==> src/rtl/bullet_pkg.sv <==
// bullet_pkg
//   Shared definitions for the bullet renderer slice:
//   - default screen geometry (SCREEN_WIDTH x SCREEN_HEIGHT),
//   - 3-bit colour codes understood by the VGA adapter,
//   - renderer FSM state encoding,
//   - the pixel record passed down the output pipeline,
//   - a helper deciding whether a widened pixel sum lies on screen.
package bullet_pkg;

  localparam int SCREEN_WIDTH  = 160;
  localparam int SCREEN_HEIGHT = 120;

  localparam logic [2:0] COL_BLACK = 3'b000;
  localparam logic [2:0] COL_BLUE  = 3'b001;
  localparam logic [2:0] COL_WHITE = 3'b111;

  localparam logic [1:0] ST_IDLE  = 2'd0;
  localparam logic [1:0] ST_ERASE = 2'd1;
  localparam logic [1:0] ST_DRAW  = 2'd2;
  localparam logic [1:0] ST_DONE  = 2'd3;

  typedef struct packed {
    logic       plot;
    logic [7:0] x;
    logic [6:0] y;
    logic [2:0] colour;
  } pixel_t;

  // Sums are carried one bit wider than the screen coordinates so that a
  // sprite hanging off the right/bottom edge is clipped instead of wrapping.
  function automatic logic on_screen(input logic [8:0] sx, input logic [7:0] sy,
                                     input int width, input int height);
    return ({23'd0, sx} < 32'(width)) && ({24'd0, sy} < 32'(height));
  endfunction

endpackage

==> src/rtl/bullet_renderer_raster.sv <==
// sprite_raster_counter
//   Walks a sprite_w x sprite_h box in row-major order, px fastest.
//   Ports:
//     CLOCK_50  in   clock
//     reset     in   synchronous active-high reset
//     start     in   restart at (0,0) on the next edge (wins over advance)
//     advance   in   step to the next pixel on the next edge
//     sprite_w  in   box width  (1..2**PX_BITS)
//     sprite_h  in   box height (1..2**PY_BITS)
//     px, py    out  current raster position
//     last      out  high while the current position is the final pixel
module sprite_raster_counter #(
  parameter int PX_BITS = 3,
  parameter int PY_BITS = 4
) (
  input  logic               CLOCK_50,
  input  logic               reset,
  input  logic               start,
  input  logic               advance,
  input  logic [PX_BITS:0]   sprite_w,
  input  logic [PY_BITS:0]   sprite_h,
  output logic [PX_BITS-1:0] px,
  output logic [PY_BITS-1:0] py,
  output logic               last
);

  logic row_end;

  assign row_end = ({1'b0, px} == (sprite_w - {{PX_BITS{1'b0}}, 1'b1}));
  assign last    = row_end && ({1'b0, py} == (sprite_h - {{PY_BITS{1'b0}}, 1'b1}));

  always_ff @(posedge CLOCK_50) begin
    if (reset || start) begin
      px <= '0;
      py <= '0;
    end else if (advance) begin
      if (row_end) begin
        px <= '0;
        py <= last ? '0 : py + 1'b1;
      end else begin
        px <= px + 1'b1;
      end
    end
  end

endmodule

==> src/rtl/bullet_renderer.sv <==
// bullet_renderer
//   Turns the bullet generator's position/active/colour into VGA pixel writes.
//   Whenever the sprite changes, the previously drawn box is erased with
//   BG_COLOR and the new box is drawn, one pixel per clock.
//   Ports:
//     CLOCK_50       in   system clock
//     reset          in   synchronous active-high reset
//     bullet_x/y     in   sprite top-left corner
//     bullet_active  in   sprite visible
//     bullet_color   in   sprite colour
//     vga_x/y/colour out  pixel to the adapter
//     vga_plot       out  write strobe, one cycle per pixel
//     busy           out  high while an update sequence is running
//     frame_done     out  one-cycle pulse after the last pixel of a sequence
module bullet_renderer #(
  parameter int         SCREEN_WIDTH  = bullet_pkg::SCREEN_WIDTH,
  parameter int         SCREEN_HEIGHT = bullet_pkg::SCREEN_HEIGHT,
  parameter int         SPRITE_W      = 4,
  parameter int         SPRITE_H      = 8,
  parameter logic [2:0] BG_COLOR      = bullet_pkg::COL_BLACK
) (
  input  logic       CLOCK_50,
  input  logic       reset,
  input  logic [7:0] bullet_x,
  input  logic [6:0] bullet_y,
  input  logic       bullet_active,
  input  logic [2:0] bullet_color,
  output logic [7:0] vga_x,
  output logic [6:0] vga_y,
  output logic [2:0] vga_colour,
  output logic       vga_plot,
  output logic       busy,
  output logic       frame_done
);
  import bullet_pkg::*;

  localparam int PX_BITS = 3;
  localparam int PY_BITS = 4;

  logic [1:0] state_reg, state_next;

  // What is currently on screen.
  logic       drawn_valid_reg;
  logic [7:0] drawn_x_reg;
  logic [6:0] drawn_y_reg;
  logic [2:0] drawn_color_reg;

  // Target captured when the change was seen; held for the whole sequence.
  logic       snap_active_reg;
  logic [7:0] snap_x_reg;
  logic [6:0] snap_y_reg;
  logic [2:0] snap_color_reg;

  logic [PX_BITS-1:0] px;
  logic [PY_BITS-1:0] py;
  logic               cnt_last;
  logic               in_raster;
  logic               changed;

  logic [7:0] base_x;
  logic [6:0] base_y;
  logic [8:0] sum_x;
  logic [7:0] sum_y;
  pixel_t     pixel_next;
  pixel_t     issue_reg;
  pixel_t     vga_reg;
  logic       done_issue_reg;
  logic       frame_done_reg;

  assign in_raster = (state_reg == ST_ERASE) || (state_reg == ST_DRAW);

  // Position and colour only matter when both the input and the shadow say
  // the sprite is visible; otherwise only the active flags are compared.
  assign changed = (bullet_active != drawn_valid_reg) ||
                   (bullet_active && drawn_valid_reg &&
                    ({bullet_x, bullet_y, bullet_color} !=
                     {drawn_x_reg, drawn_y_reg, drawn_color_reg}));

  // The counter sits at (0,0) outside ERASE/DRAW and is re-zeroed on the
  // last pixel, so both raster states start from a fresh origin.
  sprite_raster_counter #(
    .PX_BITS (PX_BITS),
    .PY_BITS (PY_BITS)
  ) u_raster (
    .CLOCK_50 (CLOCK_50),
    .reset    (reset),
    .start    (!in_raster || cnt_last),
    .advance  (in_raster),
    .sprite_w (4'(SPRITE_W)),
    .sprite_h (5'(SPRITE_H)),
    .px       (px),
    .py       (py),
    .last     (cnt_last)
  );

  always_comb begin
    state_next = state_reg;
    case (state_reg)
      ST_IDLE: begin
        if (changed) begin
          if (drawn_valid_reg)    state_next = ST_ERASE;
          else if (bullet_active) state_next = ST_DRAW;
        end
      end
      ST_ERASE: if (cnt_last) state_next = snap_active_reg ? ST_DRAW : ST_DONE;
      ST_DRAW:  if (cnt_last) state_next = ST_DONE;
      default:  state_next = ST_IDLE;
    endcase
  end

  always_ff @(posedge CLOCK_50) begin
    if (reset) begin
      state_reg       <= ST_IDLE;
      drawn_valid_reg <= 1'b0;
      drawn_x_reg     <= '0;
      drawn_y_reg     <= '0;
      drawn_color_reg <= '0;
      snap_active_reg <= 1'b0;
      snap_x_reg      <= '0;
      snap_y_reg      <= '0;
      snap_color_reg  <= '0;
    end else begin
      state_reg <= state_next;
      if (state_reg == ST_IDLE && changed) begin
        snap_active_reg <= bullet_active;
        snap_x_reg      <= bullet_x;
        snap_y_reg      <= bullet_y;
        snap_color_reg  <= bullet_color;
      end
      if (state_reg == ST_ERASE && cnt_last) begin
        drawn_valid_reg <= 1'b0;
      end
      if (state_reg == ST_DRAW && cnt_last) begin
        drawn_valid_reg <= 1'b1;
        drawn_x_reg     <= snap_x_reg;
        drawn_y_reg     <= snap_y_reg;
        drawn_color_reg <= snap_color_reg;
      end
    end
  end

  // Pixel for the current raster position; off-screen pixels keep their
  // cycle but do not strobe.
  always_comb begin
    base_x            = drawn_x_reg;
    base_y            = drawn_y_reg;
    pixel_next.colour = BG_COLOR;
    if (state_reg == ST_DRAW) begin
      base_x            = snap_x_reg;
      base_y            = snap_y_reg;
      pixel_next.colour = snap_color_reg;
    end
    sum_x           = {1'b0, base_x} + {6'd0, px};
    sum_y           = {1'b0, base_y} + {4'd0, py};
    pixel_next.x    = sum_x[7:0];
    pixel_next.y    = sum_y[6:0];
    pixel_next.plot = in_raster && on_screen(sum_x, sum_y, SCREEN_WIDTH, SCREEN_HEIGHT);
  end

  // Two-stage output pipeline: issue register, then the VGA-facing register.
  // frame_done travels the same depth so it lands right after the last pixel.
  always_ff @(posedge CLOCK_50) begin
    if (reset) begin
      issue_reg      <= '0;
      vga_reg        <= '0;
      done_issue_reg <= 1'b0;
      frame_done_reg <= 1'b0;
    end else begin
      issue_reg      <= pixel_next;
      vga_reg        <= issue_reg;
      done_issue_reg <= (state_reg == ST_DONE);
      frame_done_reg <= done_issue_reg;
    end
  end

  assign vga_x      = vga_reg.x;
  assign vga_y      = vga_reg.y;
  assign vga_colour = vga_reg.colour;
  assign vga_plot   = vga_reg.plot;
  assign frame_done = frame_done_reg;
  assign busy       = (state_reg != ST_IDLE);

endmodule

==> config.mk <==
export PLATFORM = sky130hd
export DESIGN_NAME = bullet_renderer
export DESIGN_NICKNAME = d
export VERILOG_FILES = /design/src/rtl/bullet_pkg.sv /design/src/rtl/bullet_renderer_raster.sv /design/src/rtl/bullet_renderer.sv
export SDC_FILE = /design/constraint.sdc
export NUM_CORES = 1
export LEC_CHECK = 0
export BUFFER_PORTS_ARGS = -buffer_cell sky130_fd_sc_hd__buf_4
export CORE_ASPECT_RATIO = 0.75
export CORE_MARGIN = 8
export CORE_UTILIZATION = 40
export DETAILED_ROUTE_END_ITERATION = 10
export GPL_TIMING_DRIVEN = 0
export PLACE_DENSITY = 0.59
export SLEW_MARGIN = 20
export SYNTH_ARGS = -nofsm -noshare
export SYNTH_HDL_FRONTEND = slang
export SYNTH_SLANG_ARGS = --single-unit
==> constraint.sdc <==
create_clock -name CLOCK_50 -period 5.4 [get_ports CLOCK_50]
set_input_delay 0.54 -clock CLOCK_50 [delete_from_list [all_inputs] [get_ports CLOCK_50]]
set_output_delay 0.54 -clock CLOCK_50 [all_outputs]
set_load 0.01 [all_outputs]
==> results.toml <==
[power_and_ir_drop]
p_clk_frac = 0.380
sw_frac_of_total = 0.281
vdd_drop_max_uv = 208
power_density_nw_per_um2 = 387
netSwitchingPower_uw = 523
power.combinational.fraction = 0.221
power.share.sequential = 0.399
cellInternalPower_mw = 1.34
power.static_leakage_nw = 1.88

[critical_path]
worst-setup-path-type = "register to register"
worst_r2r_path_depth = 13
cp-start-kind = "register"
critical_path.endpoint_type = "register"
cp_data_required_time_ps = 5630
cp_data_arrival_time_ps = 4220
rr_startpoint = "state_reg[0]"
timing.critical_path.fanout_max = 10
timing.rr.end = "issue_reg[18]"
regToRegSetupSlack_ps = 1400

[route]
detail_route.first_pass.iterations = 4
detailroute.via_count = 2971
routed_wl_mm = 9.50
detail_route.wl_per_cell_microns = 15.5
drt-vias-per-instance = 4.85
drtIter0Drc = 188
final_antenna_net_count = 0
remaining_design_rule_violation_count = 0

[hold_path]
hold_depth = 1
hold_path_startpoint = "issue_reg[0]"
holdPathEnd = "vga_colour[0]"
timing.hold.worst.class = "register to register"

[logic_synthesis]
synth_xor_xnor_area_share = 0.0614
netlist_area_before_placement_sq_um = 4000
synth-seq-cells = 87
seq_area_frac_synth = 0.436
netlist.top_cell.by_area = "sky130_fd_sc_hd__dfxtp_1"
portion_of_netlist_area_occupied_by_mux_cells = 0.0987
area_share_of_and_or_nand_nor_cells_after_synthesis = 0.242
post_synth_num_cell_types = 40
syn-num-nets = 462
yosys.area.top_type_share = 0.436
synthAdderAreaFrac = 0.0570
main_combinational_cell_family_by_area_after_synthesis = "simple AND/OR/NAND/NOR gates"
post_synth_inst_count = 424
post_synthesis_compound_gate_area_fraction = 0.0705
synth_area_leaders = "sky130_fd_sc_hd__dfxtp_1 44%, sky130_fd_sc_hd__mux2i_1 6.8%, sky130_fd_sc_hd__nand2b_1 6.4%, sky130_fd_sc_hd__ha_1 4.7%, sky130_fd_sc_hd__nor2b_1 4.7%"
post_synth.cell_area_avg_sq_um = 9.42
yosysWarnings = 0

[clocking]
clk_pin_slew_worst_paths_ps = 60
clk_root_buffer_cell = "sky130_fd_sc_hd__clkbuf_16"
ctsHtreeMaxLevel = 3
post_cts_repair_setup_buffers = 0
tritoncts = "yes"
clock_tree.buffer_depth = 2
cts_made_buffers = 9
cts.sink_count = 87
clk_latency_ps = 340
cts.repair.resized = 0
ctsHoldBuffers = 0

[finish]
num-fill-cells = 957
syn2layout_area_growth_pct = 20.3
multi_input_comb_area_sq_um = 2110
largest_register_ffs = 19
finalNetCount = 513
ff_latch_area_sq_um = 1740
num_antenna_cells = 0
layout-drive-gt1-share = 0.158

[flow_run]
drv.max_cap_violation_count = 0

[grt]
grt_start_max_net_pins = 16
first_global_vias = 3001
all_layer_global_routing_usage = 0.148
grt_antenna_before_repair = 0
grt_remaining_overflow = 0
first_pass_grt_wire_length_mm = 15.6

[timing]
skew_ps = 4.59
drv_slew = 0
max_slew_margin = 0.577
timing.final.hold_violations = 0
tns_ps = 0
layout_min_cycle_time_ps = 4000
worst_pin_slew_ps = 616
finalWorstSetupSlack_ps = 1400
min_period_over_period = 0.740
setup_viol = 0
clock.fmax_mhz = 250
rsz0062_at_grt = "false"

[placed_design]
finalWeightedCongestion = 0.818
dp_slack_ps = 1410
hpwlAfterDp_mm = 7.15
place.port_buffers = 40

[outcome]
run_status = "finished clean"

[floorplanning]
fp.dieArea_sq_um = 13500
floorplan.io_pins = 42
die_width_microns = 131
chipHeight_microns = 103
core_area_sq_um = 9700
initial_utilization = 0.412
std_cell_rows = 31
[power groups by stage]
stage	clock, mW	combinational (mW)	sequential (mW)
floorplan	0	0.292	0.747
global placement	0	0.408	0.753
detailed placement	0	0.412	0.757
CTS	0.723	0.414	0.742
global route	0.751	0.451	0.750
finish	0.708	0.411	0.742
[cells in the mapped netlist]
| cell | count |
|---|---|
| sky130_fd_sc_hd__nand4_1 | 3 |
| sky130_fd_sc_hd__mux2_2 | 11 |
| sky130_fd_sc_hd__mux2i_1 | 27 |
| sky130_fd_sc_hd__o31a_1 | 1 |
| sky130_fd_sc_hd__nand2_1 | 27 |
| sky130_fd_sc_hd__o311ai_1 | 1 |
| sky130_fd_sc_hd__o21ai_0 | 2 |
| sky130_fd_sc_hd__a21oi_1 | 27 |
| sky130_fd_sc_hd__buf_4 | 1 |
| sky130_fd_sc_hd__o211ai_1 | 1 |
| sky130_fd_sc_hd__o211a_1 | 2 |
| sky130_fd_sc_hd__a211oi_1 | 5 |
| sky130_fd_sc_hd__and4_1 | 1 |
| sky130_fd_sc_hd__a21o_1 | 3 |
| sky130_fd_sc_hd__xor2_1 | 8 |
| sky130_fd_sc_hd__clkbuf_1 | 14 |
| sky130_fd_sc_hd__nor2b_1 | 30 |
| sky130_fd_sc_hd__nand3b_1 | 4 |
| sky130_fd_sc_hd__or3_1 | 3 |
| sky130_fd_sc_hd__buf_1 | 1 |
| sky130_fd_sc_hd__nor2_1 | 24 |
| sky130_fd_sc_hd__buf_6 | 2 |
| sky130_fd_sc_hd__nor3_1 | 7 |
| sky130_fd_sc_hd__inv_1 | 10 |
| sky130_fd_sc_hd__buf_2 | 3 |
| sky130_fd_sc_hd__xnor2_1 | 20 |
| sky130_fd_sc_hd__nand3_1 | 24 |
| sky130_fd_sc_hd__fa_1 | 2 |
| sky130_fd_sc_hd__and2_1 | 3 |
| sky130_fd_sc_hd__ha_1 | 15 |
| sky130_fd_sc_hd__a41o_1 | 1 |
| sky130_fd_sc_hd__dfxtp_1 | 87 |
| sky130_fd_sc_hd__a31oi_1 | 2 |
| sky130_fd_sc_hd__a221oi_1 | 1 |
| sky130_fd_sc_hd__or2_2 | 1 |
| sky130_fd_sc_hd__and3b_1 | 3 |
| sky130_fd_sc_hd__nor2_2 | 1 |
| sky130_fd_sc_hd__nor3b_1 | 4 |
| sky130_fd_sc_hd__or4_4 | 1 |
| sky130_fd_sc_hd__nand2b_1 | 41 |
[layout by cell type, fill, tap and decap left out, drive strengths merged, types with 4 or more instances in the layout]
master  synthesis  layout
a211oi          5       5
a21oi          27      27
buf             7      47
clkbuf         14      23
dfxtp          87      87
ha             15      15
inv            10      10
mux2           11      11
mux2i          27      27
nand2          27      27
nand2b         41      41
nand3          24      24
nand3b          4       4
nor2           25      25
nor2b          30      30
nor3            7       7
nor3b           4       4
xnor2          20      20
xor2            8       8
[through the flow]
step | utilization | std cells | hold slack (ps) | power (mW) | instance area (sq um)
after detailed placement | 0.460 | 596 | 420 | 1.17 | 4460
after floorplan | - | 424 | 414 | 1.04 | 4000
after CTS | 0.496 | 612 | 436 | 1.88 | 4810
after global routing | 0.496 | 612 | 449 | 1.95 | 4810
final | 0.496 | 612 | 435 | 1.86 | 4810
after global placement | 0.460 | 596 | 418 | 1.16 | 4460
[routing by layer]
metal  vias to the layer above  wire (microns)  track usage
met5                         -               0            0
met1                      1374            4820        0.195
li1                       1524               -            -
met3                        11             522       0.0458
met4                         0             117       0.0457
met2                        62            4040        0.228
[how the worst max path moves through the flow]
stage | startpoint | endpoint | slack, ps | cells past startpoint
4_1_cts | state_reg[0] | issue_reg[18] | 1390 | 13
6_report | state_reg[0] | issue_reg[18] | 1400 | 13
3_5_place_dp | state_reg[0] | issue_reg[18] | 1410 | 13
2_1_floorplan | state_reg[0] | issue_reg[18] | 2050 | 13
3_3_place_gp | state_reg[0] | issue_reg[18] | 1490 | 13
5_1_grt | state_reg[0] | issue_reg[18] | 1210 | 13
[layout make-up]
cell class,instances,area share
flip-flops and latches,87,0.362
plain buffers,21,0.0211
inverters,10,0.00781
repair buffers,40,0.0625
clock buffers,9,0.0469
well taps,132,0.0344
clock inverters,7,0.0252
multi-input cells,306,0.440
[cells by family after synthesis]
kind of cell | Yosys count
and+or+nand+nor | 177
DFF | 87
AOI/OAI and AO/OA | 46
muxes | 38
buffers and inverters | 31
xor gates and xnor gates | 28
adders and majority gates | 17
[critical path, stage by stage, from the launching register on]
cell	delay, ps
sky130_fd_sc_hd__dfxtp_1	330
sky130_fd_sc_hd__inv_1	100
sky130_fd_sc_hd__ha_1	290
sky130_fd_sc_hd__buf_4	230
sky130_fd_sc_hd__buf_2	260
sky130_fd_sc_hd__buf_1	450
sky130_fd_sc_hd__mux2_2	440
sky130_fd_sc_hd__ha_1	220
sky130_fd_sc_hd__fa_1	400
sky130_fd_sc_hd__a21o_1	200
sky130_fd_sc_hd__a21oi_1	240
sky130_fd_sc_hd__xnor2_1	130
sky130_fd_sc_hd__or3_1	380
sky130_fd_sc_hd__o211a_1	220
Power figures use the tool's default switching activity.
